[config.mk]
export PLATFORM = sky130hd
export DESIGN_NAME = dmem_io_bus_flat
export DESIGN_NICKNAME = d
export VERILOG_FILES = /design/src/rtl/dmem_io_bus_if.sv /design/src/rtl/dmem_io_bus.sv /design/src/flat_wrapper.sv
export SDC_FILE = /design/constraint.sdc
export NUM_CORES = 1
export LEC_CHECK = 0
export CORE_ASPECT_RATIO = 1.1
export CORE_MARGIN = 2
export CORE_UTILIZATION = 40
export DETAILED_ROUTE_END_ITERATION = 10
export GPL_TIMING_DRIVEN = 0
export SYNTH_ARGS = -nofsm -noshare
export SYNTH_HDL_FRONTEND = slang
export SYNTH_SLANG_ARGS = --single-unit
[constraint.sdc]
create_clock -name clock -period 2.9 [get_ports clock]
set_clock_uncertainty 0.1 [all_clocks]
set_input_delay 0.435 -clock clock [delete_from_list [all_inputs] [get_ports clock]]
set_output_delay 0.435 -clock clock [all_outputs]
set_load 0.05 [all_outputs]
[src/rtl/dmem_io_bus_if.sv]
// Load/store request and response bus between a CPU load/store stage and dmem_io_bus.
// One-cycle request/acknowledge: ack, rdata and err are valid the cycle after req.
interface dmem_io_bus_if;
  logic        req;
  logic        we;
  logic [1:0]  size;
  logic [31:0] addr;
  logic [31:0] wdata;
  logic        ack;
  logic [31:0] rdata;
  logic        err;

  modport master (
    output req, we, size, addr, wdata,
    input  ack, rdata, err
  );

  modport slave (
    input  req, we, size, addr, wdata,
    output ack, rdata, err
  );
endinterface

[src/rtl/dmem_io_bus.sv]
// Data RAM with byte lanes plus memory-mapped output registers and synchronised inputs; 1-cycle ack.
// Define DMEM_IO_IRQ_EN to add the irq output and the irq_mask register at I/O index 14.
module dmem_io_bus #(
  parameter int DEPTH_WORDS = 32,
  parameter int NUM_OUT     = 2,
  parameter int NUM_IN      = 2,
  parameter int IO_BIT      = 12
) (
  input  logic                  clock,
  input  logic                  reset,
  dmem_io_bus_if.slave          bus,
  output logic [32*NUM_OUT-1:0] out_port,
  input  logic [32*NUM_IN-1:0]  in_port,
  output logic [NUM_IN-1:0]     chg_flags
`ifdef DMEM_IO_IRQ_EN
  ,
  output logic                  irq
`endif
);

  localparam int AW = $clog2(DEPTH_WORDS);

  logic [31:0] mem [DEPTH_WORDS];
  logic [31:0] out_r [NUM_OUT];
  logic [31:0] sync1 [NUM_IN];
  logic [31:0] sync2 [NUM_IN];
  logic [31:0] prev  [NUM_IN];

  logic          io_sel;
  logic [3:0]    reg_idx;
  logic [AW-1:0] word_idx;
  logic          misaligned;
  logic [3:0]    lane_en;
  logic [31:0]   wdata_rep;
  logic          acc_ok;
  logic          ram_we;
  logic          io_we;
  logic [31:0]   rd_word;
  logic [NUM_IN-1:0] chg_set;
  logic [NUM_IN-1:0] chg_clr;

  logic        ack_q;
  logic        err_q;
  logic [31:0] rdata_q;

`ifdef DMEM_IO_IRQ_EN
  logic [NUM_IN-1:0] irq_mask;
`endif

  // Upper address bits beyond the decoded fields are intentionally ignored (aliasing).
  logic unused_addr;
  assign unused_addr = ^bus.addr;

  assign io_sel   = bus.addr[IO_BIT];
  assign reg_idx  = bus.addr[5:2];
  assign word_idx = bus.addr[AW+1:2];

  always_comb begin
    misaligned = 1'b0;
    lane_en    = 4'b1111;
    wdata_rep  = bus.wdata;
    case (bus.size)
      2'd0: begin
        lane_en   = 4'b0001 << bus.addr[1:0];
        wdata_rep = {4{bus.wdata[7:0]}};
      end
      2'd1: begin
        misaligned = bus.addr[0];
        lane_en    = bus.addr[1] ? 4'b1100 : 4'b0011;
        wdata_rep  = {2{bus.wdata[15:0]}};
      end
      2'd2: misaligned = (bus.addr[1:0] != 2'b00);
      default: misaligned = 1'b1;
    endcase
  end

  assign acc_ok = bus.req && !misaligned;
  assign ram_we = acc_ok && bus.we && !io_sel;
  assign io_we  = acc_ok && bus.we && io_sel;

  always_comb begin
    for (int k = 0; k < NUM_IN; k++) begin
      chg_set[k] = (sync2[k] != prev[k]);
    end
    chg_clr = (io_we && reg_idx == 4'd15) ? bus.wdata[NUM_IN-1:0] : '0;
  end

  always_comb begin
    rd_word = '0;
    if (!io_sel) begin
      rd_word = mem[word_idx];
    end else begin
      for (int k = 0; k < NUM_OUT; k++) begin
        if (reg_idx == 4'(k)) rd_word = out_r[k];
      end
      for (int k = 0; k < NUM_IN; k++) begin
        if (reg_idx == 4'(8 + k)) rd_word = sync2[k];
      end
      if (reg_idx == 4'd15) rd_word = 32'(chg_flags);
`ifdef DMEM_IO_IRQ_EN
      if (reg_idx == 4'd14) rd_word = 32'(irq_mask);
`endif
    end
  end

  // RAM has no reset: contents survive a reset pulse.
  always_ff @(posedge clock) begin
    if (!reset && ram_we) begin
      for (int b = 0; b < 4; b++) begin
        if (lane_en[b]) mem[word_idx][8*b +: 8] <= wdata_rep[8*b +: 8];
      end
    end
  end

  always_ff @(posedge clock) begin
    if (reset) begin
      ack_q     <= 1'b0;
      err_q     <= 1'b0;
      rdata_q   <= '0;
      chg_flags <= '0;
      for (int k = 0; k < NUM_OUT; k++) out_r[k] <= '0;
      for (int k = 0; k < NUM_IN; k++) begin
        sync1[k] <= '0;
        sync2[k] <= '0;
        prev[k]  <= '0;
      end
`ifdef DMEM_IO_IRQ_EN
      irq_mask <= '0;
      irq      <= 1'b0;
`endif
    end else begin
      ack_q   <= bus.req;
      err_q   <= bus.req && misaligned;
      rdata_q <= (acc_ok && !bus.we) ? rd_word : '0;
      for (int k = 0; k < NUM_IN; k++) begin
        sync1[k] <= in_port[32*k +: 32];
        sync2[k] <= sync1[k];
        prev[k]  <= sync2[k];
      end
      // A fresh change wins over a write-1-to-clear in the same cycle.
      chg_flags <= (chg_flags & ~chg_clr) | chg_set;
      for (int k = 0; k < NUM_OUT; k++) begin
        if (io_we && reg_idx == 4'(k)) begin
          for (int b = 0; b < 4; b++) begin
            if (lane_en[b]) out_r[k][8*b +: 8] <= wdata_rep[8*b +: 8];
          end
        end
      end
`ifdef DMEM_IO_IRQ_EN
      if (io_we && reg_idx == 4'd14) irq_mask <= bus.wdata[NUM_IN-1:0];
      irq <= |(chg_flags & irq_mask);
`endif
    end
  end

  always_comb begin
    for (int k = 0; k < NUM_OUT; k++) begin
      out_port[32*k +: 32] = out_r[k];
    end
  end

  assign bus.ack   = ack_q;
  assign bus.err   = err_q;
  assign bus.rdata = rdata_q;

endmodule
[src/flat_wrapper.sv]
// flat-port wrapper written by rule: the top's interface ports become plain ports
module dmem_io_bus_flat 
#(
  parameter int DEPTH_WORDS = 32,
  parameter int NUM_OUT     = 2,
  parameter int NUM_IN      = 2,
  parameter int IO_BIT      = 12
)
  (clock, reset, out_port, in_port, chg_flags, bus_req, bus_we, bus_size, bus_addr, bus_wdata, bus_ack, bus_rdata, bus_err);
  dmem_io_bus_if bus_i ();
  input  logic clock;
  input  logic reset;
  output logic [32*NUM_OUT-1:0] out_port;
  input  logic [32*NUM_IN-1:0] in_port;
  output logic [NUM_IN-1:0] chg_flags;
  input wire logic [$bits(bus_i.req)-1:0] bus_req;
  input wire logic [$bits(bus_i.we)-1:0] bus_we;
  input wire logic [$bits(bus_i.size)-1:0] bus_size;
  input wire logic [$bits(bus_i.addr)-1:0] bus_addr;
  input wire logic [$bits(bus_i.wdata)-1:0] bus_wdata;
  output wire logic [$bits(bus_i.ack)-1:0] bus_ack;
  output wire logic [$bits(bus_i.rdata)-1:0] bus_rdata;
  output wire logic [$bits(bus_i.err)-1:0] bus_err;
  assign bus_i.req = bus_req;
  assign bus_i.we = bus_we;
  assign bus_i.size = bus_size;
  assign bus_i.addr = bus_addr;
  assign bus_i.wdata = bus_wdata;
  assign bus_ack = bus_i.ack;
  assign bus_rdata = bus_i.rdata;
  assign bus_err = bus_i.err;
  dmem_io_bus #(.DEPTH_WORDS(DEPTH_WORDS), .NUM_OUT(NUM_OUT), .NUM_IN(NUM_IN), .IO_BIT(IO_BIT)) u_core (.clock(clock), .reset(reset), .bus(bus_i), .out_port(out_port), .in_port(in_port), .chg_flags(chg_flags));
endmodule
==> run summary, run 1 <==
Status = finished, violations left
Violated checks = setup timing
Slew margin rel. = 1.035%
Die Area = 127800 um2
Tcrit/Tclk final = 110.2%
CTS max path bufs = 3
Chip width = 341 um
Worst-margin pin slew = 1484 ps
First-pass GRT wire length = 222000 um
WL final = 164200 um
Routed WL per cell = 33.63 um
Commonest non-fill, non-tap cells in the layout = edfxtp_1 (1088), dfxtp_1 (228), mux4_2 (226), clkdlybuf4s50_1 (197), nor2b_1 (195)
Vias post-DR = 28342
Max Fclk = 313.0 MHz
Maximum vdd drop = 0.0005571 V
Row count = 136
Syn_area_per_cell = 18.12 um2
Core area = 124400 um2
Die H = 374.7 um
HPWL after detailed placement = 115200 um
Num CTS Buffers = 132
Via density = 5.807
Post-synth EDFFs = 1088
Cell taking the most area after synthesis = edfxtp_1
Worst EP arrival = 3510 ps
Mapped Area = 49970 um2
Final min period = 3195 ps
Vias in the first global route = 27805
Critical path startpoint category = primary input
Fraction of layout instances using a drive strength above 1 = 22.86%
Worst setup margin = -294.9 ps
Share of flip-flops with an asynchronous set or reset = 0%
Clock transition at the registers of the reported paths = 60 ps
Pin count of the biggest net entering global routing = 38
Slew Viols, Final = 0
PD cells = 682.5 nW/um2
Initial core utilization = 40.17%
Clk Latency, worst-skew pair = 770 ps
DRC viols = 0
Worst hold slack = 110.5 ps
Synth top area cells = edfxtp_1 (65%), mux4_2 (10%), dfxtp_1 (9.1%), mux2i_1 (2.6%), nor2b_1 (2.4%)
First-pass iteration count of the detailed router = 7
Clk sink count = 1316
Pleak = 19.04 nW
GPL Wtd Cong = 0.9307
Final Hold Vio Count = 0
Syn Nets = 2891
Area growth syn-to-layout = 19.50%
Crit Path Max Fanout = 10
Flop-to-flop setup slack = 570 ps
Number of buffers added on ports = 205
Worst min path class = in -> reg
RSZ-0062 raised after global routing = yes
Initial drt markers = 4194
Filler cell count = 10416
I/O pins = 234
Setup_tns = -70660 ps
Top_reg_cell synth = edfxtp_1
R2r startpoint = u_core.mem[31][11]
Grt total ovfl = 0
Synth top area share = 65.38%
Hold_sp = in_port[51]
CP Launch Point = bus_addr[5]
CP Data Required Time = 3210 ps
Critical path endpoint category = flip-flop
CP Class = in -> reg
CTS Root Cell = clkbuf_16
Final ANT Viol Nets = 0
# H-tree levels = 4
Nets = 3251
Gr usage total = 25.51%
Distinct cells, synth = 53
Most common cell after layout, fill and taps aside = edfxtp_1
Initial antenna violation count = 5
Max_cap viols = 0
Mapped Cells = 2757
Final design utilization = 48.01%
Post-synthesis register bit count = 1316
Warnings from Yosys = 0
Final setup violation count = 543
Sequential-to-total area share from yosys stat = 74.52%
CTS tree = done
## flip-flops by register name, summed over array words and instances (netlist names)
register,flops
u_core.bus.ack,1
u_core.sync2,64
u_core.bus.rdata,32
u_core.mem,1024
u_core.sync1,64
u_core.out_r,64
u_core.chg_flags,2
u_core.prev,64
u_core.bus.err,1
## final timing paths
check | endpoint | cells past startpoint
worst max register to register | u_core.bus.rdata[11] | 5
worst min register to register | u_core.sync2[0][48] | 1
worst max-delay path | u_core.mem[25][10] | 7
worst min-delay path | u_core.sync1[0][51] | 2
## cells by family (layout without fill, tap and decap cells)
family | after synthesis | count (layout) | synth area share [%]
buffers and inverters | 192 | 659 | 1.818
multiplexers | 377 | 377 | 13.26
flip-flops | 1316 | 1316 | 74.52
XOR/XNOR | 64 | 64 | 1.122
AO/OA/AOI/OAI | 245 | 245 | 3.643
other | 0 | 1 | 0
AND/OR/NAND/NOR | 563 | 563 | 5.641
## stage by stage
stage / cells / worst slack (ps) / power, mW / instance area, um2
finish: 4881 / -294.9 / 40.76 / 59720
global placement: 4618 / -2313 / 23.97 / 54090
CTS: 4879 / -203.1 / 40.81 / 59590
floorplan: 2757 / 197.9 / 22.61 / 49970
global route: 4880 / -266.9 / 41.65 / 59710
detailed placement: 4622 / -1852 / 23.99 / 54110
## power breakdown
group          switching (mW)  internal, mW
Sequential              0.126          20.7
Combinational            1.97         0.881
Clock                    7.32          9.75
Total                    9.41          31.3
## synthesized netlist by cell type, types with 4 or more instances
library cell / count
edfxtp_1: 1088
buf_6: 13
nor2_1: 189
o21ai_0: 8
nand4_1: 21
mux4_2: 226
nand3_1: 14
o221ai_1: 36
a22oi_1: 60
nor4_1: 6
dfxtp_1: 228
buf_1: 22
nor3_1: 6
mux2i_1: 131
mux2_2: 20
nand2_1: 97
a22o_1: 11
a21o_1: 4
o22ai_1: 16
xnor2_1: 64
a221oi_1: 7
inv_1: 30
buf_4: 8
nor2b_1: 195
a32o_1: 23
a21oi_1: 46
clkbuf_1: 71
and2_1: 11
a211oi_1: 20
buf_2: 48
## worst max-delay path: stages
cell and delay, ps:
clkdlybuf4s50_1 700, buf_2 310, nor2b_1 150, clkbuf_2 270, buf_1 460, nand2_1 640
nor2_4 520
## area by class of cell
class,instances,area [um2],area share (%)
plain buffers,162,838.3,1.404
well taps,1656,2072,3.470
multi-input cells,1249,12910,21.61
clock inverters,68,625.6,1.048
clock buffers,173,3657,6.124
inverters,30,123.9,0.2074
repair buffers,223,2232,3.738
repair inverters,3,22.52,0.03771
flip-flops and latches,1316,37240,62.35
diodes,1,2.502,0.004191
## what timing repair did
item / in CTS / in global routing
setup buffers: 13 / 1
resized for setup: 286 / 58
hold buffers: 0 / 0
cloned: 3 / 0
endpoints found under the setup margin: 1390 / 1291
pin swaps: 8 / 1
endpoints found under the hold margin: 0 / 0
## routing by layer
metal	vias to the layer above	share of wire, %	track usage [%]
met5	-	0.097	1.023
met4	8	5.8	13.26
met3	377	9.5	5.697
met2	1705	48	41.43
met1	14712	37	31.98
li1	11540	-	-
(Power assumes the default switching activity.)
==> run 2: changes to the inputs <==
--- a/config.mk
+++ b/config.mk
@@ -5,6 +5,7 @@
 export SDC_FILE = /design/constraint.sdc
 export NUM_CORES = 1
 export LEC_CHECK = 0
+export ABC_CLOCK_PERIOD_IN_PS = 2900
 export CORE_ASPECT_RATIO = 1.1
 export CORE_MARGIN = 2
 export CORE_UTILIZATION = 40
==> results of run 2 <==
Same layout as run 1: the final DEF is identical, and so are final timing and power.
